## src/rtl/ps_fetch_queue.sv

```systemverilog
// ---------------------------------------------------------------------------
// ps_fetch_queue
//
// Instruction prefetch queue between program memory (PM) and the program
// sequencer. Each accepted fetch has its address latched as an in-flight tag.
// When PM returns the word one cycle later, the {tag, word} pair is written
// into a DEPTH-entry FIFO. The head entry is presented to the decode stage.
// A redirect (flush) discards every queued word and any fetch still in flight.
//
// Optional feature: define FQ_BYPASS_EN so that a word returning into an empty
// queue is presented combinationally in its return cycle. It is written into
// the FIFO only if it is not popped in that same cycle.
//
// Parameters
//   DEPTH  queue entries (power of two, >= 2)
//   AW     fetch address width
//   IW     instruction word width
//
// Ports
//   clk          system clock
//   rst          asynchronous reset, active-high
//   ps_fq_req    sequencer issues a fetch this cycle
//   ps_fq_add    address of that fetch
//   pm_fq_op     PM read data, valid the cycle after an accepted request
//   pm_fq_vld    PM data valid strobe
//   ps_fq_pop    sequencer consumes the head entry
//   ps_fq_flush  redirect: drop queued and in-flight words
//   fq_ps_op     head instruction word (0 when fq_ps_vld = 0)
//   fq_ps_add    head word address (0 when fq_ps_vld = 0)
//   fq_ps_vld    head entry valid
//   fq_ps_stall  a request in this cycle will not be accepted
//   fq_ps_cnt    occupancy
// ---------------------------------------------------------------------------
module ps_fetch_queue #(
    parameter int DEPTH = 4,
    parameter int AW    = 16,
    parameter int IW    = 32
) (
    input  logic                       clk,
    input  logic                       rst,
    input  logic                       ps_fq_req,
    input  logic [AW-1:0]              ps_fq_add,
    input  logic [IW-1:0]              pm_fq_op,
    input  logic                       pm_fq_vld,
    input  logic                       ps_fq_pop,
    input  logic                       ps_fq_flush,
    output logic [IW-1:0]              fq_ps_op,
    output logic [AW-1:0]              fq_ps_add,
    output logic                       fq_ps_vld,
    output logic                       fq_ps_stall,
    output logic [$clog2(DEPTH+1)-1:0] fq_ps_cnt
);

    localparam int PW = $clog2(DEPTH);
    localparam int CW = $clog2(DEPTH+1);

    logic [IW-1:0] op_mem  [DEPTH];
    logic [AW-1:0] add_mem [DEPTH];

    logic [PW-1:0] rd_ptr;
    logic [PW-1:0] wr_ptr;
    logic [CW-1:0] cnt;
    logic          inflight_v;
    logic [AW-1:0] tag;

    logic [CW:0]   credit;
    logic          req_acc;
    logic          ret;
    logic          stored_vld;
    logic          bypass_hit;
    logic          head_vld;
    logic          pop_eff;
    logic          push;
    logic          cnt_pop;

    // Reserve a slot for the outstanding fetch so that a returning word never
    // finds the queue full. A pop in the same cycle is not credited, which
    // keeps stall independent of ps_fq_pop.
    assign credit      = {1'b0, cnt} + {{CW{1'b0}}, inflight_v};
    assign fq_ps_stall = !ps_fq_flush && (credit >= (CW+1)'(DEPTH));
    assign req_acc     = ps_fq_req && !fq_ps_stall;

    // A return is only meaningful while a fetch is outstanding, and a flush
    // discards the word that arrives in the flush cycle.
    assign ret        = pm_fq_vld && inflight_v && !ps_fq_flush;
    assign stored_vld = (cnt != '0);

`ifdef FQ_BYPASS_EN
    assign bypass_hit = ret && (cnt == '0);
`else
    assign bypass_hit = 1'b0;
`endif

    assign head_vld = stored_vld || bypass_hit;
    assign pop_eff  = ps_fq_pop && head_vld && !ps_fq_flush;
    // A bypassed word that is consumed on arrival never enters storage.
    assign push     = ret && !(bypass_hit && pop_eff);
    assign cnt_pop  = pop_eff && stored_vld;

    // Head presentation: storage first, then the bypass path, otherwise NOP.
    always_comb begin
        // NOTE: every output gets a default first so no path leaves it
        // unassigned; otherwise synthesis would infer a latch.
        fq_ps_op  = '0;
        fq_ps_add = '0;
        if (stored_vld) begin
            fq_ps_op  = op_mem[rd_ptr];
            fq_ps_add = add_mem[rd_ptr];
        end else if (bypass_hit) begin
            fq_ps_op  = pm_fq_op;
            fq_ps_add = tag;
        end
    end

    assign fq_ps_vld = head_vld;
    assign fq_ps_cnt = cnt;

    // In-flight tag. A request accepted in the flush cycle is the redirect
    // target and stays in flight; otherwise a flush or a return retires it.
    always_ff @(posedge clk or posedge rst) begin
        if (rst) begin
            // NOTE: sequential state uses non-blocking assignments so every
            // register samples pre-edge values, independent of block order.
            inflight_v <= 1'b0;
            tag        <= '0;
        end else if (req_acc) begin
            inflight_v <= 1'b1;
            tag        <= ps_fq_add;
        end else if (ps_fq_flush || pm_fq_vld) begin
            inflight_v <= 1'b0;
        end
    end

    // Pointers and occupancy. Pointer wrap is the natural modulo-DEPTH
    // rollover of a PW-bit counter.
    always_ff @(posedge clk or posedge rst) begin
        if (rst) begin
            rd_ptr <= '0;
            wr_ptr <= '0;
            cnt    <= '0;
        end else if (ps_fq_flush) begin
            rd_ptr <= '0;
            wr_ptr <= '0;
            cnt    <= '0;
        end else begin
            if (push)    wr_ptr <= wr_ptr + 1'b1;
            if (cnt_pop) rd_ptr <= rd_ptr + 1'b1;
            case ({push, cnt_pop})
                2'b10:   cnt <= cnt + 1'b1;
                2'b01:   cnt <= cnt - 1'b1;
                default: cnt <= cnt;
            endcase
        end
    end

    // NOTE: the storage array has no reset; an entry is only read after it
    // has been written, and cnt = 0 masks the outputs to 0 until then.
    always_ff @(posedge clk) begin
        if (push) begin
            op_mem[wr_ptr]  <= pm_fq_op;
            add_mem[wr_ptr] <= tag;
        end
    end

endmodule

```

## config.mk

```make
export PLATFORM = sky130hd
export DESIGN_NAME = ps_fetch_queue
export DESIGN_NICKNAME = d
export VERILOG_FILES = /design/src/rtl/ps_fetch_queue.sv
export SDC_FILE = /design/constraint.sdc
export NUM_CORES = 1
export LEC_CHECK = 0
export ABC_CLOCK_PERIOD_IN_PS = 5600
export BUFFER_PORTS_ARGS = -buffer_cell sky130_fd_sc_hd__clkbuf_2
export CAP_MARGIN = 20
export CORE_MARGIN = 4
export CORE_UTILIZATION = 35
export DETAILED_ROUTE_END_ITERATION = 6
export GPL_TIMING_DRIVEN = 0
export SYNTH_ARGS = -nofsm -noshare
export SYNTH_HDL_FRONTEND = slang
export SYNTH_SLANG_ARGS = --single-unit
export TNS_END_PERCENT = 1
```

## constraint.sdc

```tcl
create_clock -name clk -period 5.6 [get_ports clk]
set_input_delay 0.28 -clock clk [delete_from_list [all_inputs] [get_ports clk]]
set_output_delay 0.28 -clock clk [all_outputs]
set_load 0.02 [all_outputs]
```

### Yosys cells after proc, flatten, opt, wreduce, memory -nomap -nowiden

Memories as Yosys holds them, arrays and structs flattened.
Cells that the tools add are included.

| word-level totals | value |
|---|---|
| register bits | 24 |
| bits in writable memories | 192 |
| bits of input ports | 54 |
| output and inout bits | 53 |
| logic and storage cells | 42 |
| memories kept | 2 |

| cells by class | value |
|---|---|
| add/subtract/negate cells | 5 |
| magnitude comparators | 1 |
| equality and inequality tests | 2 |
| multiplexer cells | 12 |
| reduce and logical (&&, ||, !) cells | 15 |

Memories:

| name | words | width | rd ports | clocked after memory_dff | wr ports | RTL line | text |
|---|---|---|---|---|---|---|---|
| op_mem | 4 | 32 | 1 | 0 | 1 | 57 | `logic [IW-1:0] op_mem [DEPTH];` |
| add_mem | 4 | 16 | 1 | 0 | 1 | 58 | `logic [AW-1:0] add_mem [DEPTH];` |

Operators with widths:

| operator | number |
|---|---|
| 2-to-1 mux 32 bit | 1 |
| 2-to-1 mux 16 bit | 1 |
| 2-to-1 mux 2 bit | 4 |
| logical AND 1 bit | 7 |
| one-hot mux 3 bit (2 select lines) | 1 |
| nonzero test 2 bit | 3 |
| nonzero test 3 bit | 2 |
| adder 2 x 1 -> 2 bit, second input constant | 2 |
| adder 3 x 1 -> 4 bit | 1 |
| greater-or-equal comparator 4 x 3 -> 1 bit, second input constant | 1 |
| 2-to-1 mux 1 bit | 4 |
| adder 3 x 1 -> 3 bit, second input constant | 1 |
| 2-to-1 mux 3 bit | 1 |
| subtractor 3 x 1 -> 3 bit, second input constant | 1 |
| == test 2 x 1 -> 1 bit, second input constant | 1 |
| == test 2 bit, second input constant | 1 |
| zero test 1 bit | 2 |
| logical OR 1 bit | 1 |

### Longest topological paths before layout

| depth | value |
|---|---|
| word-level depth | 7 |
| depth in mapped cells | 7 |
| gate-level depth less buffers | 6 |

### Worst setup path before layout

Ideal clock, no wire load.

| timing path | value |
|---|---|
| path type | reg2reg |
| start point | register inflight_v |
| end point | memory add_mem[1][0], enable pin |
| library setup time | 0.523 ns |
| arrival time | 4.292 ns |
| data required time | 5.077 ns |
| slack | 0.785 ns |
| cell stages (with the launch flop) | 4 |
| buffers on the path | 1 |
| period minus slack after synthesis | 4.815 ns |
| cells stage by stage | dfrtp_1 nand2_1 buf_1 nor3b_1 |

| on the way | value |
|---|---|
| longest elaborated chain between the ends | 4 |

Ends and longest elaborated chain:

| what | RTL line | text |
|---|---|---|
| start, declared | 63 | `logic inflight_v;` |
| start signal, assigned | 124 | `inflight_v <= 1'b0;` |
| start signal, assigned | 127 | `inflight_v <= 1'b1;` |
| start signal, assigned | 130 | `inflight_v <= 1'b0;` |
| logical AND 1 bit (2 in a row) | 85 | `assign ret = pm_fq_vld && inflight_v && !ps_fq_flush;` |
| 2-to-1 mux 1 bit | 159 | `if (push) begin` |
| 2-to-1 mux 1 bit (implied by the code) | 161 | `add_mem[wr_ptr] <= tag;` |
| end, declared | 58 |  |

No other way between the ends.

### Worst setup path in the final report

| timing path | value |
|---|---|
| start point | register rd_ptr[1] |
| end point | output fq_ps_add[0] |

| on the way | value |
|---|---|
| longest elaborated chain between the ends | 2 |

Ends and longest elaborated chain:

| what | RTL line | text |
|---|---|---|
| start, declared | 60 | `logic [PW-1:0] rd_ptr;` |
| start signal, assigned | 147 | `if (cnt_pop) rd_ptr <= rd_ptr + 1'b1;` |
| memory read (4 x 16 bit) | n/a |  |
| 2-to-1 mux 16 bit | 106 | `if (stored_vld) begin` |
| end, declared | 48 | `output logic [AW-1:0] fq_ps_add,` |

No other way between the ends.

==> impl_metrics.ini <==
[critical_path]
path_cells = buf_2 -> buf_2 -> mux4_2 -> and2_1 -> clkbuf_2
cp-endpoint = fq_ps_add[0]
slowest_stage = dfrtp_1
criticalPathCategory = reg -> out
reg2reg_slack_ns = 3.08
reg2reg_to = op_mem[0][31]
slowest_delay_ns = 0.43
cp_common_cell = buf_2
crit_start = rd_ptr[1]
cp_data_required_time_ns = 5.32
path_buf_inv = 3
critPathTopFamily = buffers and inverters
timing.rr.start = inflight_v
rr_worst_depth = 6
startpoint_type = flop
worstPathMaxFanout = 10
cp_num_cells = 5
critical_path_arrival_ns = 2.27
cp-end-kind = primary output

[cells_and_area]
diodes = 0
layout-drive-gt1-share_pct = 41.65
multi_input_comb_area_um2 = 1894
seqCellArea_um2 = 6366
final_core_util_pct = 45.39
nets = 637
synthToLayoutAreaGrowth_pct = 27.47
nFillCells = 2050

[pwr]
clockPowerShare_pct = 38.4
seq_power_share_pct = 46.7
p_leak_nw = 3.781
swShare_pct = 23.56
p_int_mw = 3.031
power.density_nw_per_um2 = 372.1
p_comb_share_pct = 14.9
peakVddDrop_mv = 0.1742
p_sw_mw = 0.9341

[timing]
period_share_pct = 45.60
fmax_ghz = 0.3916
rsz0062_at_grt = no
finalSetupViolCount = 0
setup_ws_ns = 3.046
min_period_ns = 2.554
slew_headroom_pct = 44.43
hold_ws_ns = 0.02131
timing.final.max_slew_violations = 0
worst_pin_slew_ns = 0.8299
hold_viol_final = 0
fin_skew_ns = 0.007284

[yosys]
synth_most_common_cell = edfxtp_1
syn_avg_cell_area_um2 = 21.16
synth_warnings = 0
yosysSeqAreaShare_pct = 76.17
synth_edf_count = 192
ys_async_sr_fraction_pct = 11.11
synth_seq_cells = 216
synth_top_cell_by_area = edfxtp_1
synth_nets = 454
synth_top_flop_cell = edfxtp_1
yosysUniqueCellTypes = 32
synth_top_area_share_pct = 68.98
synthCells = 395
netlist_top_cells_area = edfxtp_1 (69%), mux4_2 (13%), dfrtp_1 (7.2%)
synth_area_um2 = 8358
synth_common_cells = edfxtp_1 (192), and2_1 (48), mux4_2 (48), dfrtp_1 (24), mux2_2 (16)

[clocking]
cts.root.buffer_cell = clkbuf_16
cts_buffers = 23
ctsHoldBuffers = 27
cts_sinks = 216
post_cts_resized = 0
clk_latency_ns = 0.49
cts_tree = done
htreeDepth = 1
post_cts_buffers = 0
clkTransAtPathRegs_ns = 0.06
clockBufferDepth = 3

[global_route]
grt_pass1_vias = 4750
antenna_found_initial = 0
grt_pass1_wl_um = 26700
grt_remaining_overflow = 0
grt_max_degree = 25
grt_usage_pct = 13.07

[die]
fp.dieH_um = 162.5
die-area_um2 = 26420
die-width_um = 162.5
rows = 56
pin_count = 107
initial_core_util_pct = 35.61
core_um2 = 23470

[place]
place_congestion = 0.7370
hpwl_um = 11750
port_buffers = 106
place_ws_ns = 3.046

[route]
wirelength_um = 17020
drt-initial-drc-count = 199
drcViolationCount = 0
met2_wirelength_um = 8711
vias = 4286
top_layer = met4
drt-met1-wl_um = 7170
vias_per_cell = 4.700
wl_per_cell_um = 18.66
firstDrtPassIters = 4
wl_met3_um = 890
drtAntennaViolNets = 0

[outcome]
status = completed

[run]
cap_viol_max_count = 0

[min_path]
min_path_type = in -> reg
metrics by stage:
step | instance area [µm²] | TNS, ns | instances | power [mW]
floorplan | 8358 | 0 | 395 | 2.261
global placement | 9288 | -451.69 | 820 | 2.456
detailed placement | 9570 | 0 | 843 | 2.475
CTS | 10620 | 0 | 910 | 4.031
global route | 10650 | 0 | 912 | 4.142
finish | 10650 | 0 | 912 | 3.965
power by group through the flow:
| stage | clock [mW] | sequential, mW | combinational [mW] |
|---|---|---|---|
| after detailed placement | 0 | 1.89 | 0.588 |
| after global placement | 0 | 1.89 | 0.569 |
| final | 1.52 | 1.85 | 0.590 |
| after global routing | 1.64 | 1.86 | 0.644 |
| after CTS | 1.57 | 1.85 | 0.605 |
| after floorplan | 0 | 1.88 | 0.378 |
final cells by class:
type | instances | share of cell area, %
flip-flops and latches | 216 | 59.75
multi-input cells | 156 | 17.78
repair buffers | 158 | 10.33
clock buffers | 30 | 6.119
well taps | 319 | 3.746
clock inverters | 10 | 1.163
plain buffers | 20 | 0.9982
inverters | 3 | 0.1057
metal layers:
| metal | up-vias | global-route usage, % |
|---|---|---|
| met5 | - | 0 |
| met4 | 0 | 3.355 |
| met3 | 20 | 2.303 |
| met2 | 114 | 22.89 |
| met1 | 2208 | 17.02 |
| li1 | 1944 | - |
how the worst min path moves through the flow:
stage / slack [ns] / from / to / cells past startpoint
after floorplan: 0.29 / rst / fq_ps_cnt[0] / 1
after global placement: 0.48 / tag[12] / add_mem[0][12] / 0
after detailed placement: 0.50 / tag[5] / add_mem[3][5] / 0
after CTS: 0.0002 / pm_fq_op[9] / op_mem[3][9] / 1
after global routing: 0.007 / pm_fq_op[9] / op_mem[3][9] / 1
final: 0.02 / pm_fq_op[9] / op_mem[3][9] / 1
registers in the layout, summed over array words and instances, names as in the netlist:
name        flops
wr_ptr          2
rd_ptr          2
fq_ps_cnt       3
inflight_v      1
tag            16
op_mem        128
add_mem        64
placed cells by master, fill, tap and decap left out, types with 3 or more instances in the layout:
cell	count
buf_1	4
edfxtp_1	192
buf_2	5
and2_1	48
dlygate4sd3_1	28
bufinv_16	3
clkinv_2	3
buf_6	23
nor3b_2	4
clkbuf_1	6
o21ai_0	3
mux4_2	48
clkbuf_2	108
dfrtp_1	24
inv_1	3
nor2_1	6
xor2_1	3
ha_1	4
buf_4	4
clkbuf_16	23
a21oi_1	3
mux2_2	16
nand2_1	3
clkinv_1	3
clkbuf_8	5
cell families (layout without fill, tap and decap cells):
family	Yosys count	in the layout	synth area share (%)
flops	216	216	76.17
fa+ha+maj	5	5	0.8384
simple gates	69	69	4.970
compound gates	13	13	0.9880
xor+xnor	4	4	0.4192
buf+inv	23	221	1.407
mux	65	65	15.21
(Power assumes the default switching activity.)
